--- src/rtl/seg7_pkg.sv ---
// seg7_pkg
// Shared definitions for the multiplexed 7-segment driver:
//   - active-high glyph constants for hex digits 0-F, bit order {g,f,e,d,c,b,a}
//   - SEG_OFF, the active-high "all segments off" pattern
//   - scan_state_e, the scan FSM state encoding
package seg7_pkg;

  localparam logic [6:0] SEG_OFF = 7'h00;

  localparam logic [6:0] GLYPH_0 = 7'h3F;
  localparam logic [6:0] GLYPH_1 = 7'h06;
  localparam logic [6:0] GLYPH_2 = 7'h5B;
  localparam logic [6:0] GLYPH_3 = 7'h4F;
  localparam logic [6:0] GLYPH_4 = 7'h66;
  localparam logic [6:0] GLYPH_5 = 7'h6D;
  localparam logic [6:0] GLYPH_6 = 7'h7D;
  localparam logic [6:0] GLYPH_7 = 7'h07;
  localparam logic [6:0] GLYPH_8 = 7'h7F;
  localparam logic [6:0] GLYPH_9 = 7'h6F;
  localparam logic [6:0] GLYPH_A = 7'h77;
  localparam logic [6:0] GLYPH_B = 7'h7C;  // lowercase b
  localparam logic [6:0] GLYPH_C = 7'h39;
  localparam logic [6:0] GLYPH_D = 7'h5E;  // lowercase d
  localparam logic [6:0] GLYPH_E = 7'h79;
  localparam logic [6:0] GLYPH_F = 7'h71;

  typedef enum logic [1:0] {
    IDLE  = 2'd0,
    BLANK = 2'd1,
    SHOW  = 2'd2
  } scan_state_e;

endpackage

--- src/rtl/seg7_hex_lut.sv ---
// seg7_hex_lut
// Purely combinational hex-to-7-segment decoder, active-high output.
// Ports:
//   nibble  in  4  hex value to display
//   glyph   out 7  segment pattern {g,f,e,d,c,b,a}, 1 = segment lit
module seg7_hex_lut
  import seg7_pkg::*;
(
  input  logic [3:0] nibble,
  output logic [6:0] glyph
);

  always_comb begin
    glyph = SEG_OFF;
    case (nibble)
      4'h0: glyph = GLYPH_0;
      4'h1: glyph = GLYPH_1;
      4'h2: glyph = GLYPH_2;
      4'h3: glyph = GLYPH_3;
      4'h4: glyph = GLYPH_4;
      4'h5: glyph = GLYPH_5;
      4'h6: glyph = GLYPH_6;
      4'h7: glyph = GLYPH_7;
      4'h8: glyph = GLYPH_8;
      4'h9: glyph = GLYPH_9;
      4'hA: glyph = GLYPH_A;
      4'hB: glyph = GLYPH_B;
      4'hC: glyph = GLYPH_C;
      4'hD: glyph = GLYPH_D;
      4'hE: glyph = GLYPH_E;
      4'hF: glyph = GLYPH_F;
      default: glyph = SEG_OFF;
    endcase
  end

endmodule

--- src/rtl/seg7_scan_driver.sv ---
// seg7_scan_driver
// Time-multiplexed N-digit 7-segment driver with frame-coherent shadow
// registers, configurable dwell, anti-ghosting blank gap, per-digit decimal
// point, per-digit blank mask and live leading-zero suppression.
// Ports:
//   clk         in   1    system clock, rising edge
//   rst_n       in   1    asynchronous active-low reset
//   en          in   1    scan enable, 0 = display dark
//   load        in   1    strobe: capture digits_in / dp_in / blank_mask
//   digits_in   in   4*N  nibble k = hex value of digit k (digit 0 rightmost)
//   dp_in       in   N    decimal point request per digit
//   blank_mask  in   N    1 = force digit dark
//   lz_blank    in   1    1 = suppress leading zeros (not shadowed)
//   seg         out  7    segments a..g, polarity per SEG_ACTIVE_LOW
//   dp          out  1    decimal point, polarity per SEG_ACTIVE_LOW
//   an          out  N    one-hot digit select, polarity per AN_ACTIVE_LOW
//   frame_done  out  1    pulse after the last SHOW cycle of digit N-1
module seg7_scan_driver
  import seg7_pkg::*;
#(
  parameter int NUM_DIGITS     = 4,
  parameter int DWELL_CYCLES   = 50000,
  parameter int BLANK_CYCLES   = 2,
  parameter bit SEG_ACTIVE_LOW = 1'b1,
  parameter bit AN_ACTIVE_LOW  = 1'b1
) (
  input  logic                    clk,
  input  logic                    rst_n,
  input  logic                    en,
  input  logic                    load,
  input  logic [4*NUM_DIGITS-1:0] digits_in,
  input  logic [NUM_DIGITS-1:0]   dp_in,
  input  logic [NUM_DIGITS-1:0]   blank_mask,
  input  logic                    lz_blank,
  output logic [6:0]              seg,
  output logic                    dp,
  output logic [NUM_DIGITS-1:0]   an,
  output logic                    frame_done
);

  localparam int MAX_CNT = (DWELL_CYCLES > BLANK_CYCLES) ? DWELL_CYCLES : BLANK_CYCLES;
  localparam int CNT_W   = $clog2(MAX_CNT + 1);
  localparam int IDX_W   = (NUM_DIGITS > 1) ? $clog2(NUM_DIGITS) : 1;

  localparam logic [CNT_W-1:0] DWELL_LAST = CNT_W'(DWELL_CYCLES - 1);
  localparam logic [CNT_W-1:0] BLANK_LAST = CNT_W'((BLANK_CYCLES > 0) ? BLANK_CYCLES - 1 : 0);
  localparam logic [IDX_W-1:0] IDX_LAST   = IDX_W'(NUM_DIGITS - 1);

  localparam logic [6:0]            SEG_DARK = SEG_ACTIVE_LOW ? 7'h7F : 7'h00;
  localparam logic                  DP_DARK  = SEG_ACTIVE_LOW;
  localparam logic [NUM_DIGITS-1:0] AN_DARK  = AN_ACTIVE_LOW ? {NUM_DIGITS{1'b1}} : {NUM_DIGITS{1'b0}};

  scan_state_e                 state_q, state_d;
  logic [IDX_W-1:0]            idx_q, idx_d;
  logic [CNT_W-1:0]            cnt_q, cnt_d;
  logic                        pending_q, pending_d;
  logic [4*NUM_DIGITS-1:0]     pend_digits_q, pend_digits_d;
  logic [NUM_DIGITS-1:0]       pend_dp_q, pend_dp_d;
  logic [NUM_DIGITS-1:0]       pend_mask_q, pend_mask_d;
  logic [4*NUM_DIGITS-1:0]     act_digits_q, act_digits_d;
  logic [NUM_DIGITS-1:0]       act_dp_q, act_dp_d;
  logic [NUM_DIGITS-1:0]       act_mask_q, act_mask_d;
  logic [6:0]                  seg_q, seg_d;
  logic                        dp_q, dp_d;
  logic [NUM_DIGITS-1:0]       an_q, an_d;
  logic                        frame_done_q, frame_done_d;

  logic                        frame_wrap;
  logic                        commit;
  logic [3:0]                  sel_nibble;
  logic                        sel_dp;
  logic                        sel_mask;
  logic                        upper_zero;
  logic                        dark;
  logic                        lit;
  logic [6:0]                  lut_glyph;
  logic [6:0]                  seg_raw;
  logic                        dp_raw;
  logic [NUM_DIGITS-1:0]       an_raw;

  // Scan sequencing: dropping en always returns to IDLE with the counters
  // cleared; the blank gap is skipped entirely when BLANK_CYCLES is 0.
  always_comb begin
    state_d    = state_q;
    idx_d      = idx_q;
    cnt_d      = cnt_q;
    frame_wrap = 1'b0;
    if (!en) begin
      state_d = IDLE;
      idx_d   = '0;
      cnt_d   = '0;
    end else begin
      case (state_q)
        IDLE: begin
          idx_d = '0;
          cnt_d = '0;
          if (BLANK_CYCLES > 0) state_d = BLANK;
          else                  state_d = SHOW;
        end
        BLANK: begin
          if (cnt_q == BLANK_LAST) begin
            cnt_d   = '0;
            state_d = SHOW;
          end else begin
            cnt_d = cnt_q + 1'b1;
          end
        end
        SHOW: begin
          if (cnt_q == DWELL_LAST) begin
            cnt_d = '0;
            if (BLANK_CYCLES > 0) state_d = BLANK;
            else                  state_d = SHOW;
            if (idx_q == IDX_LAST) begin
              idx_d      = '0;
              frame_wrap = 1'b1;
            end else begin
              idx_d = idx_q + 1'b1;
            end
          end else begin
            cnt_d = cnt_q + 1'b1;
          end
        end
        default: begin
          state_d = IDLE;
          idx_d   = '0;
          cnt_d   = '0;
        end
      endcase
    end
  end

  // Double-buffered digit data. New values wait in the pending shadow until
  // a frame boundary (or IDLE) so one frame never mixes old and new digits;
  // a load landing on the commit edge goes straight to the active shadow.
  always_comb begin
    pending_d     = pending_q;
    pend_digits_d = pend_digits_q;
    pend_dp_d     = pend_dp_q;
    pend_mask_d   = pend_mask_q;
    act_digits_d  = act_digits_q;
    act_dp_d      = act_dp_q;
    act_mask_d    = act_mask_q;
    commit        = frame_wrap || (state_q == IDLE);
    if (load) begin
      pend_digits_d = digits_in;
      pend_dp_d     = dp_in;
      pend_mask_d   = blank_mask;
    end
    if (commit) begin
      pending_d = 1'b0;
      if (load) begin
        act_digits_d = digits_in;
        act_dp_d     = dp_in;
        act_mask_d   = blank_mask;
      end else if (pending_q) begin
        act_digits_d = pend_digits_q;
        act_dp_d     = pend_dp_q;
        act_mask_d   = pend_mask_q;
      end
    end else if (load) begin
      pending_d = 1'b1;
    end
  end

  // Per-digit attributes are taken from the next-state index and the
  // next-state active shadow so the registered outputs line up with the FSM.
  always_comb begin
    sel_nibble = 4'h0;
    sel_dp     = 1'b0;
    sel_mask   = 1'b0;
    upper_zero = 1'b1;
    an_raw     = '0;
    for (int k = 0; k < NUM_DIGITS; k++) begin
      if (IDX_W'(k) == idx_d) begin
        sel_nibble = act_digits_d[k*4 +: 4];
        sel_dp     = act_dp_d[k];
        sel_mask   = act_mask_d[k];
        an_raw[k]  = 1'b1;
      end
      if ((k >= int'(idx_d)) && (act_digits_d[k*4 +: 4] != 4'h0)) begin
        upper_zero = 1'b0;
      end
    end
  end

  seg7_hex_lut u_hex_lut (
    .nibble (sel_nibble),
    .glyph  (lut_glyph)
  );

  // Blanking and polarity. Leading-zero suppression never darkens digit 0
  // and leaves the decimal point alone; the blank mask darkens both.
  always_comb begin
    lit          = (state_d == SHOW);
    dark         = sel_mask || (lz_blank && (idx_d != '0) && upper_zero);
    seg_raw      = (lit && !dark) ? lut_glyph : SEG_OFF;
    dp_raw       = lit && sel_dp && !sel_mask;
    seg_d        = SEG_ACTIVE_LOW ? ~seg_raw : seg_raw;
    dp_d         = SEG_ACTIVE_LOW ? ~dp_raw : dp_raw;
    an_d         = lit ? (AN_ACTIVE_LOW ? ~an_raw : an_raw) : AN_DARK;
    frame_done_d = frame_wrap;
  end

  // All state, shadows and output registers; reset forces every output to
  // its dark level and throws away any pending data.
  always_ff @(posedge clk or negedge rst_n) begin
    if (!rst_n) begin
      state_q       <= IDLE;
      idx_q         <= '0;
      cnt_q         <= '0;
      pending_q     <= 1'b0;
      pend_digits_q <= '0;
      pend_dp_q     <= '0;
      pend_mask_q   <= '0;
      act_digits_q  <= '0;
      act_dp_q      <= '0;
      act_mask_q    <= '0;
      seg_q         <= SEG_DARK;
      dp_q          <= DP_DARK;
      an_q          <= AN_DARK;
      frame_done_q  <= 1'b0;
    end else begin
      state_q       <= state_d;
      idx_q         <= idx_d;
      cnt_q         <= cnt_d;
      pending_q     <= pending_d;
      pend_digits_q <= pend_digits_d;
      pend_dp_q     <= pend_dp_d;
      pend_mask_q   <= pend_mask_d;
      act_digits_q  <= act_digits_d;
      act_dp_q      <= act_dp_d;
      act_mask_q    <= act_mask_d;
      seg_q         <= seg_d;
      dp_q          <= dp_d;
      an_q          <= an_d;
      frame_done_q  <= frame_done_d;
    end
  end

  assign seg        = seg_q;
  assign dp         = dp_q;
  assign an         = an_q;
  assign frame_done = frame_done_q;

endmodule

--- config.mk ---
export PLATFORM = sky130hd
export DESIGN_NAME = seg7_scan_driver
export DESIGN_NICKNAME = d
export VERILOG_FILES = /design/src/rtl/seg7_pkg.sv /design/src/rtl/seg7_hex_lut.sv /design/src/rtl/seg7_scan_driver.sv
export SDC_FILE = /design/constraint.sdc
export NUM_CORES = 1
export LEC_CHECK = 0
export CORE_ASPECT_RATIO = 1.75
export CORE_MARGIN = 2
export CORE_UTILIZATION = 51
export CTS_CLUSTER_DIAMETER = 150
export CTS_CLUSTER_SIZE = 25
export DETAILED_ROUTE_END_ITERATION = 8
export GPL_TIMING_DRIVEN = 0
export PLACE_DENSITY = 0.81
export SETUP_SLACK_MARGIN = 0.3
export SLEW_MARGIN = 15
export SYNTH_ARGS = -nofsm -noshare
export SYNTH_HDL_FRONTEND = slang
export SYNTH_SLANG_ARGS = --single-unit
--- constraint.sdc ---
create_clock -name clk -period 3.42 [get_ports clk]
set_input_delay 0.513 -clock clk [delete_from_list [all_inputs] [get_ports clk]]
set_output_delay 0.513 -clock clk [all_outputs]
set_load 0.01 [all_outputs]
-- Word-level counts from Yosys, hierarchy flattened
Memory sizes are Yosys's and may differ from the RTL's.
Index checks and enable logic that the tools add are counted.
- bits in registers: 82
- memory bits (read-only): 112
- input port bits: 29
- memories: 1
- memory list (name ; words ; bits a word ; rd ports ; clocked after Yosys merged registers in ; wr ports ; line ; text):
    (no name shown) ; 16 ; 7 ; 1 ; 0 ; 0 ; seg7_hex_lut.sv:15 ; case (nibble)
- add/subtract/negate cells: 2
- order comparisons: 3
- equal/unequal tests: 9
- mux-type cells: 49
- bitwise logic cells: 3
- reduce and logical (&&, ||, !) cells: 20
- operators with widths (kind ; count):
    2-to-1 mux 16 bit ; 6
    2-to-1 mux 4 bit ; 11
    one-hot mux 16 bit (2 select lines) ; 1
    2-to-1 mux 1 bit ; 22
    adder 16 x 1 -> 16 bit (second input constant) ; 1
    == test 16 x 1 -> 1 bit (second input constant) ; 1
    == test 16 bit (second input constant) ; 1
    nonzero test 4 bit ; 4
    2-to-1 mux 2 bit ; 6
    logical AND 1 bit ; 8
    2-to-1 mux 7 bit ; 1
    inverter 7 bit ; 1
    == test 2 bit (second input constant) ; 3
    one-hot mux 2 bit (3 select lines) ; 1
    == test 2 bit (first input constant) ; 2
    >= comparator 1 x 2 -> 1 bit (first input constant) ; 2
    zero test 2 bit ; 2
    inverter 4 bit ; 1
    one-hot mux 2 bit (2 select lines) ; 1
    nonzero test 2 bit ; 2
    adder 2 x 1 -> 2 bit (second input constant) ; 1
    == test 1 x 2 -> 1 bit (first input constant) ; 1
    == test 2 x 1 -> 1 bit (second input constant) ; 1
    >= comparator 2 bit (first input constant) ; 1
    3 further kinds ; 5

-- Longest topological paths before layout
Gate-level depths: netlist (run 1).
- depth after elaboration: 19
- gate-level depth with buffers: 16
- depth with buffers taken out: 14

-- By module
Synthesis (run 1) repeated with hierarchy kept, for this count alone.
- cells, all modules: 402
- area total of the unflattened synthesis: 4276.6 um^2
- modules (own cells, without submodules) (module ; instances ; cells each ; area each (um^2) ; sequential area each (um^2)):
    seg7_scan_driver ; 1 ; 369 ; 3986.3 ; 2067.0
    seg7_hex_lut ; 1 ; 33 ; 290.3 ; 0.0

-- Least setup slack after synthesis (run 1)
Ideal clock, no wire load.
- path kind: register -> register
- start: register state_q[0]
- end: register seg_q[1], in the netlist seg[1]
- arrival: 3.124 ns
- required time: 3.345 ns
- slack: 0.221 ns
- cell stages (with the launch flop): 17
- path buffers: 3
- clock period less this slack: 3.199 ns
- path through: dfrtp_1 -> inv_1 -> ha_1 -> buf_2 -> nand3_1 -> or2_2 -> o21ai_2 -> buf_6 -> buf_4 -> mux2_2 -> o21ai_0 -> a21oi_1 -> inv_1 -> ha_1 -> inv_1 -> mux2_4 -> o211ai_2
- elaborated cells between the ends (all ways): 50
- those cells by class: 3 x order compare; 6 x eq/ne; 23 x mux; 1 x bitwise; 16 x reduce/logical; 1 x memory
- RTL lines (element ; line ; text):
    from (decl) ; seg7_scan_driver.sv:53 ; scan_state_e state_q, state_d;
    from (signal assigned) ; seg7_scan_driver.sv:223 ; state_q <= state_d;
    == test 2 bit ; seg7_scan_driver.sv:93 ; case (state_q)
    2-to-1 mux 1 bit ; seg7_scan_driver.sv:93 ;
    2-to-1 mux 1 bit ; seg7_scan_driver.sv:88 ; if (!en) begin
    logical OR 1 bit * ; seg7_scan_driver.sv:143 ; commit = frame_wrap || (state_q == IDLE);
    2-to-1 mux 16 bit * ; seg7_scan_driver.sv:149 ; if (commit) begin
    named net act_digits_d[5] ; seg7_scan_driver.sv:60 ; logic [4*NUM_DIGITS-1:0] act_digits_q, act_digits_d;
    branches (longest 9 deep; another with memory read (16 x 7 bit)) ; - ;
    2-to-1 mux 7 bit * ; seg7_scan_driver.sv:196 ; seg_raw = (lit && !dark) ? lut_glyph : SEG_OFF;
    inverter 7 bit * ; seg7_scan_driver.sv:198 ; seg_d = SEG_ACTIVE_LOW ? ~seg_raw : seg_raw;
    named net seg_d[1] ; seg7_scan_driver.sv:63 ; logic [6:0] seg_q, seg_d;
    to (signal assigned) ; seg7_scan_driver.sv:233 ; seg_q <= seg_d;
    to (decl) ; seg7_scan_driver.sv:63 ;
Mark *: on every way through the listed nets, which the timed path passes.
A chain may end at the register's enable or synchronous reset.

-- Final worst setup path (run 1)
- start: input load
- end: register seg_q[0], in the netlist seg[0]
- longest elaborated chain between the ends: 14
- elaborated cells between the ends (all ways): 30
- those cells by class: 17 x mux; 1 x bitwise; 11 x reduce/logical; 1 x memory
- ends and longest elaborated chain (element ; line ; text):
    from (decl) ; seg7_scan_driver.sv:30 ; input logic load,
    branches (longest 12 deep; another with memory read (16 x 7 bit)) ; - ;
    2-to-1 mux 7 bit * ; seg7_scan_driver.sv:196 ;
    inverter 7 bit * ; seg7_scan_driver.sv:198 ;
    named net seg_d[0] ; seg7_scan_driver.sv:63 ;
Marks and branches as above.

==> results of run 1 <==
through the flow:
stage | cells | utilization [%] | TNS [ps] | setup slack, ps
after floorplan | 356 | - | 0 | 305
after global placement | 487 | 58.6 | -60910 | -836
after detailed placement | 488 | 58.9 | -3720 | -611
after CTS | 528 | 67.8 | 0 | 303
after global routing | 539 | 70.1 | -26.9 | -26.9
final | 539 | 70.1 | 0 | 124
registers in the layout, summed over array words and instances (netlist names):
| register | flops |
|---|---|
| act_digits_q | 16 |
| act_dp_q | 4 |
| act_mask_q | 4 |
| an | 4 |
| cnt_q | 16 |
| dp | 1 |
| frame_done | 1 |
| idx_q | 2 |
| pend_digits_q | 16 |
| pend_dp_q | 4 |
| pend_mask_q | 4 |
| pending_q | 1 |
| seg | 7 |
| state_q | 2 |
final timing paths:
kind / from / to / slack (ps) / cells past startpoint
setup / recovery: load / seg[0] / 120 / 12
hold / removal: rst_n / idx_q[1] / 30 / 1
setup reg to reg: cnt_q[1] / seg[0] / 150 / 13
hold reg to reg: act_dp_q[0] / act_dp_q[0] / 480 / 2
max in group asynchronous: rst_n / seg[1] / 2750 / 2
min in group clk: act_dp_q[0] / act_dp_q[0] / 480 / 2
final cells by class:
cell class              count  area [um^2]
clock inverters             2         60.1
plain buffers              10         97.6
flip-flops and latches     82         2070
well taps                  90          113
fillers                   525         2340
inverters                  16         67.6
repair buffers             77          714
clock buffers              14          254
multi-input cells         248         2130
metal layers:
| layer | vias to the layer above | track usage [%] | part of all wire (%) | wire (um) |
|---|---|---|---|---|
| met5 | - | 0 | 0 | 0 |
| met4 | 0 | 16.6 | 7.1 | 783 |
| met3 | 57 | 4.96 | 4.1 | 452 |
| met2 | 123 | 46.4 | 54 | 6000 |
| met1 | 1602 | 25.1 | 34 | 3790 |
| li1 | 1448 | - | - | - |
cell families after synthesis:
family          Yosys count
compound gates           58
buf+inv                  26
flops                    82
xor+xnor                 14
fa+ha+maj                13
simple gates            118
mux                      45
power groups by stage:
stage / clock [mW] / sequential [mW] / combinational (mW)
finish: 1.04 / 1.11 / 0.610
global route: 1.09 / 1.12 / 0.654
CTS: 1.03 / 1.10 / 0.549
detailed placement: 0 / 1.12 / 0.463
global placement: 0 / 1.11 / 0.442
floorplan: 0 / 1.11 / 0.325
what timing repair did:
| item | 4_1_cts | 5_1_grt |
|---|---|---|
| setup endpoints to repair | 7 | 7 |
| endpoints found under the hold margin | 0 | 0 |
| resized for setup | 50 | 24 |
| pin swaps | 18 | 13 |
| setup buffers | 24 | 11 |
synth_stat cells, types with 7 or more instances:
cell and instances:
xnor2_1 8, a21oi_1 8, dfstp_2 12, and3_1 7, nand2_1 36, mux2_2 34, ha_1 13, nand3_1 12
nor2_1 28, mux2i_1 9, inv_1 14, dfrtp_1 70, o21ai_0 9
placed cells by master, fill, tap and decap left out, drive strengths merged, types with 2 or more instances in the layout:
cell type,instances
dfrtp,70
buf,45
clkdlybuf4s50,40
nand2,38
mux2,35
nor2,28
inv,16
clkbuf,16
ha,13
dfstp,12
nand3,12
o21ai,11
mux2i,10
a21oi,10
xnor2,8
and3,7
o211ai,7
xor2,6
nor4,5
nand4,5
a21o,4
or3,4
a22o,3
a221oi,3
and4,3
a22oi,3
nor2b,3
nor3,3
and2,2
bufinv,2
or2,2
o21bai,2
or4,2
a32oi,2
o221ai,2
==> out/results.ini, run 1 <==
[clock_tree]
cts_root_buf=clkbuf_16
cts-htree-levels=3
cts.path.max_buffers=2
numCtsBuffers=9
cts_tree=built
cts.clk_slew.worst_paths_ps=70
cts_sinks=82
clk_latency_ps=350
hold_buffers=0

[sta]
maxSlewViolCount=0
rsz0062_at_grt=yes
relSlewSlack_pct=70.6
fin_crit_ps=3300
hold_ws_ps=26.2
timing.fmax_mhz=303
setup_viol=0
period_share_pct=96.4
hold_viol=0
skew_ps=10.5
max_slew.worst_pin.slew_ps=429

[worst_hold_path]
hold_path_class=in -> async

[synth]
netlist_area_um2=4070
synth_nets=398
synth_top_family_by_area=simple AND/OR/NAND/NOR gates
ys_warn_count=0
synthDistinctLibCells=69
synth.ff_latch_count=82
synth_edf_count=0
ys.flop_type=dfrtp_1
yosys.area.top_type=dfrtp_1
netlist_top_cells_area=dfrtp_1 43%, mux2_2 9.4%, dfstp_2 7.7%
ys_seq_area_share_pct=50.8
yosys.area_share.adder_pct=4.00
synth_compound_area_share_pct=11.3
synth_top_area_share_pct=43.0
syn-instance-count=356
synthSimpleGateAreaFrac_pct=15.4
ys_async_sr_fraction_pct=100
syn_area_per_cell_um2=11.4
synth_mux_area_share_pct=12.3
synth_xor_xnor_area_share_pct=3.01

[pwr]
clock_power_share_pct=37.8
p_seq_share_pct=40.1
power.leakage_nw=2.33
power_density_nw_per_um2=500
irDropWorstVdd_mv=0.332
p_int_mw=2.01
p_sw_share_pct=27.1
p_comb_share_pct=22.1
power.total_mw=2.76
power_switching_mw=0.747

[critical_path]
cp_num_buf_inv=3
required_ps=3660
setup.worst_path.start_class=input pin
crit_family=compound AO/OA/AOI/OAI gates
arrival_ps=3540
worst_path_largest_cell_delay_ps=550
crit_fanout=10
slowest_stage=or4_4
end_kind=flop
path_cells=clkdlybuf4s50_1 -> buf_6 -> o21ai_2 -> o21a_1 -> nor2_1 -> or4_4 -> a32oi_4 -> inv_4 -> ha_4 -> a211o_1 -> mux2i_1 -> a22oi_1
criticalPathCategory=in -> reg

[floorplanning]
ios=42
row_count=43
die_w_um=71.5
dieArea_um2=8740
fp.dieH_um=122
initial_utilization_pct=51.8
core_um2=7860

[route]
vias=3230
drt-total-wl_um=11000
drc=0
wire_per_inst_um=20.5
drt_iter0_markers=232
drt_pre_antenna_iters=4
viasPerCell=5.99
route.antenna.remaining_nets=0

[grt]
grt_pass1_wl_um=16600
grt_pass1_vias=3402
grt_antenna_before_repair=0
grt_max_degree=67
grt_usage_pct=25.3
grt-ovfl-total=0

[place]
portBuffers=41
dpl-instance-area_um2=4630
dp_hpwl_um=6540
gp_congestion=0.898

[final_layout]
fin_area_um2=5510
nNetsFinal=486
diodes=0
drive_above_1_share_pct=36.5
area_delta_synth_final_pct=35.3

[status]
status=complete, no violations

[run]
drv_cap=0

(Power assumes the default switching activity.)
==> inputs of run 2 (changes only) <==
CTS_BUF_LIST = sky130_fd_sc_hd__clkbuf_8 sky130_fd_sc_hd__clkbuf_16   (was unset)
CTS_CLUSTER_SIZE = 28   (was 25)
==> out/results.ini, run 2 (synthesized netlist as in run 1, its figures left out) <==
[status]
status=complete, no violations

[sta]
relSlewSlack_pct=70.6  ; about the same
skew_ps=12.8  ; +2.32 ps
max_slew.worst_pin.slew_ps=429  ; -0.0885 ps
fin_crit_ps=3290  ; -5.10 ps
maxSlewViolCount=0  ; unchanged
setup_viol=0  ; unchanged
setup_slack_ps=129  ; +5.10 ps
hold_ws_ps=24.4  ; -1.84 ps
timing.fmax_mhz=304  ; +0.15%
rsz0062_at_grt=yes
hold_viol=0  ; unchanged
period_share_pct=96.2  ; -0.15 points

[floorplanning]
ios=42  ; unchanged
core_um2=7860  ; unchanged
dieArea_um2=8740  ; unchanged
initial_utilization_pct=51.8  ; unchanged
row_count=43  ; unchanged
die_w_um=71.5  ; unchanged
fp.dieH_um=122  ; unchanged

[place]
portBuffers=41  ; unchanged
place_ws_ps=-611  ; unchanged
dpl-instance-area_um2=4630  ; unchanged
dp_hpwl_um=6540  ; unchanged
gp_congestion=0.898  ; unchanged

[final_layout]
drive_above_1_share_pct=36.5  ; unchanged
final_common_cell=dfrtp_1
area_delta_synth_final_pct=35.3  ; unchanged
fin_area_um2=5510  ; unchanged
diodes=0  ; unchanged
nNetsFinal=486  ; unchanged
top_regs=act_digits_q x16, cnt_q x16, pend_digits_q x16
final_cell_mix=67 x dfrtp_1, 40 x clkdlybuf4s50_1, 35 x nand2_1
post-route-util_pct=70.1  ; unchanged

[grt]
grt_antenna_before_repair=0  ; unchanged
grt_pass1_vias=3402  ; unchanged
grt_usage_pct=25.3  ; unchanged
grt_pass1_wl_um=16600  ; unchanged
grt_max_degree=67  ; unchanged
grt-ovfl-total=0  ; unchanged

[run]
drv_cap=0  ; unchanged

[clock_tree]
cts.clk_slew.worst_paths_ps=70  ; about the same
numCtsBuffers=9  ; unchanged
cts_tree=built
cts.path.max_buffers=2  ; unchanged
clk_latency_ps=350  ; about the same
cts_sinks=82  ; unchanged
cts-htree-levels=3  ; unchanged
cts_root_buf=clkbuf_16

[route]
drt_iter0_markers=227  ; -2.2%
drt_pre_antenna_iters=4  ; unchanged
viasPerCell=5.98  ; -0.28%
drc=0  ; unchanged
wire_per_inst_um=20.5  ; about the same
drt-total-wl_um=11000  ; about the same
route.antenna.remaining_nets=0  ; unchanged
vias=3221  ; -0.28%

[critical_path]
r2r_end=seg[0]
setup.worst_path.start_class=input pin
rr_startpoint=cnt_q[1]
required_ps=3660  ; about the same
criticalPathCategory=in -> reg
end_kind=flop
arrival_ps=3530  ; about the same
r2r_setup_slack_ps=150  ; about the same
crit_fanout=10  ; unchanged
r2r_cells=13  ; unchanged

[pwr]
irDropWorstVdd_mv=0.332  ; about the same
power.leakage_nw=2.35  ; +0.71%
power_density_nw_per_um2=498  ; -0.39%
power.total_mw=2.75  ; -0.39%

[worst_hold_path]
hold_path_class=in -> async

-- run 2: cell count changes in the layout (fill, tap and decap cells not counted) --
cell and change:
clkbuf_1 -4, inv_1 +4
-- run 2: power by group --
part	internal (mW)	total, mW	leakage (nW)	switching (mW)
Clock	0.649	1.03	0.168	0.382
Sequential	1.07	1.11	0.991	0.0396
Combinational	0.282	0.609	1.19	0.327
-- run 2: per-stage QoR --
stage | TNS (ps) | cells
6_report | 0 | 539
5_1_grt | -26.9 | 539
3_5_place_dp | -3720 | 488
2_1_floorplan | 0 | 356
3_3_place_gp | -60910 | 487
4_1_cts | 0 | 528
-- run 2: worst max-delay path: stages --
cell and delay [ps]:
clkdlybuf4s50_1 460, buf_6 170, o21ai_2 250, o21a_1 240
nor2_1 110, or4_4 550, a32oi_4 340, inv_4 100
ha_4 180, a211o_1 270, mux2i_1 180, a22oi_1 160
-- run 2: per-layer routing --
layer / vias to the layer above / track usage (%) / routed length (um) / share of wire (%)
met5: - / 0 / 0 / 0
met4: 0 / 16.6 / 784 / 7.1
met3: 55 / 4.96 / 433 / 3.9
met2: 124 / 46.4 / 6010 / 55
met1: 1595 / 25.1 / 3800 / 34
li1: 1447 / - / - / -
-- run 2: how the worst max path moves through the flow --
stage,start,endpoint,slack [ps],cells after the start
after floorplan,cnt_q[10],seg[1],310,12
after global placement,rst_n,pend_mask_q[1],-840,1
after detailed placement,load,seg[0],-610,13
after CTS,cnt_q[11],seg[3],300,13
after global routing,load,seg[0],-30,12
final,load,seg[0],130,12
-- run 2: what timing repair did --
action / in CTS / in global routing
setup buffers: 24 / 11
endpoints found under the setup margin: 7 / 7
hold buffers: 0 / 0
resized for setup: 50 / 24
pin swaps: 18 / 13
-- run 2: cell type report --
cell class / count / area, um^2
fillers: 525 / 2340
clock buffers: 10 / 239
clock inverters: 6 / 75.1
multi-input cells: 248 / 2130
repair buffers: 77 / 714
plain buffers: 10 / 97.6
well taps: 90 / 113
inverters: 16 / 67.6
flip-flops and latches: 82 / 2070
==> inputs of run 3 (changes only) <==
TNS_END_PERCENT = 20   (was unset)
==> out/results.ini, run 3 (synthesized netlist as in run 1, its figures left out) <==
[critical_path]
criticalPathCategory=reg -> reg
crit_fanout=4  ; -6
path_cells=ha_2 -> and4_4 -> nand4_4 -> buf_4 -> o21a_1 -> nor2_1 -> or4_4 -> a32oi_4 -> inv_4 -> ha_4 -> nor2_2 -> a221oi_2 -> o21ai_1
worst_path_largest_cell_delay_ps=540  ; about the same
crit_family=simple AND/OR/NAND/NOR gates
setup.worst_path.start_class=flop
required_ps=3660  ; about the same
arrival_ps=3410  ; -120 ps
slowest_stage=or4_4
cp_num_buf_inv=2  ; -1
end_kind=flop

[clock_tree]
numCtsBuffers=9  ; unchanged
cts-htree-levels=3  ; unchanged
cts.path.max_buffers=2  ; unchanged
cts.clk_slew.worst_paths_ps=60  ; about the same
hold_buffers=0  ; unchanged
cts_root_buf=clkbuf_16
cts_sinks=82  ; unchanged
clk_latency_ps=340  ; about the same
cts_tree=built

[place]
gp_congestion=0.898  ; unchanged
portBuffers=41  ; unchanged
dp_hpwl_um=6540  ; unchanged
place_ws_ps=-611  ; unchanged

[final_layout]
final_cell_mix=67 x dfrtp_1, 40 x clkdlybuf4s50_1, 35 x buf_4, 35 x nand2_1, 32 x mux2_2
nNetsFinal=486  ; unchanged
fill_cells=538  ; +2.5%
final_common_cell=dfrtp_1
post-route-util_pct=69.6  ; -0.57 points
diodes=0  ; unchanged
area_delta_synth_final_pct=34.2
drive_above_1_share_pct=36.3  ; -0.22 points
top_regs=act_digits_q x16, cnt_q x16, pend_digits_q x16

[route]
wire_per_inst_um=19.7  ; -3.7%
drt_iter0_markers=245  ; +7.9%
drc=0  ; unchanged
vias=3181  ; -1.2%
drt-total-wl_um=10600  ; -3.7%
viasPerCell=5.90  ; -1.2%
route.antenna.remaining_nets=0  ; unchanged
drt_pre_antenna_iters=5  ; +1

[pwr]
irDropWorstVdd_mv=0.314  ; -5.2%
power.leakage_nw=2.34  ; -0.40%
power.total_mw=2.71  ; -1.2%
power_density_nw_per_um2=497  ; -0.36%

[sta]
rsz0062_at_grt=yes
fin_crit_ps=3180  ; -113 ps
setup_viol=0  ; unchanged
timing.fmax_mhz=315  ; +3.5%
max_slew.worst_pin.slew_ps=468  ; +38.7 ps
relSlewSlack_pct=68.8  ; -1.8 points
hold_viol=0  ; unchanged
maxSlewViolCount=0  ; unchanged
period_share_pct=92.9  ; -3.3 points
tns_ps=0  ; unchanged
setup_slack_ps=242  ; +113 ps
skew_ps=6.86  ; -5.95 ps

[floorplanning]
die_w_um=71.5  ; unchanged
fp.dieH_um=122  ; unchanged
dieArea_um2=8740  ; unchanged
initial_utilization_pct=51.8  ; unchanged
core_um2=7860  ; unchanged
ios=42  ; unchanged
row_count=43  ; unchanged

[grt]
grt_pass1_wl_um=16600  ; unchanged
grt_max_degree=67  ; unchanged
grt_pass1_vias=3402  ; unchanged
grt_antenna_before_repair=0  ; unchanged
grt_usage_pct=25.3  ; unchanged
grt-ovfl-total=0  ; unchanged

[status]
status=complete, no violations

[run]
drv_cap=0  ; unchanged

[worst_hold_path]
hold_path_class=in -> async

## run 3: path summary, 6_finish.rpt
check	cells past startpoint	slack, ps	end	from
worst min-delay path	1	30	idx_q[1]	rst_n
worst max register to register	13	240	seg[3]	cnt_q[1]
min in group clk	2	480	act_dp_q[0]	act_dp_q[0]
worst min register to register	2	480	act_dp_q[0]	act_dp_q[0]
max in group asynchronous	2	2750	seg[1]	rst_n
worst max-delay path	13	240	seg[3]	cnt_q[1]
## run 3: what timing repair did
action,4_1_cts,5_1_grt
gates resized for setup,50,17
setup endpoints to repair,7,7
pin swaps,18,11
setup buffers,24,11
## run 3: area by class of cell
class | instances | area [um^2] | area share, %
buffer | 10 | 93.8 | 1.72
clock buffer | 10 | 239 | 4.37
clock inverter | 6 | 75.1 | 1.37
inverter | 16 | 67.6 | 1.24
multi-input combinational | 248 | 2090 | 38.3
sequential | 82 | 2070 | 37.9
tap | 90 | 113 | 2.06
timing repair buffer | 77 | 714 | 13.1
## run 3: stage by stage
stage	std cells	area, um^2	hold slack (ps)
floorplan	356	4080	217
global placement	487	4600	457
detailed placement	488	4630	401
CTS	528	5330	40.0
global route	539	5470	52.4
finish	539	5470	31.7
## run 3: routing by layer
metal / vias up / part of all wire [%] / GRT usage [%]
li1: 1445 / - / -
met1: 1595 / 35 / 25.1
met2: 97 / 55 / 46.4
met3: 44 / 3.7 / 4.96
met4: 0 / 5.9 / 16.6
met5: - / 0 / 0
## run 3: where the power goes
part	internal [mW]	total (mW)	switching [mW]
clock	0.648	1.02	0.371
sequential	1.07	1.11	0.0382
combinational	0.275	0.589	0.314
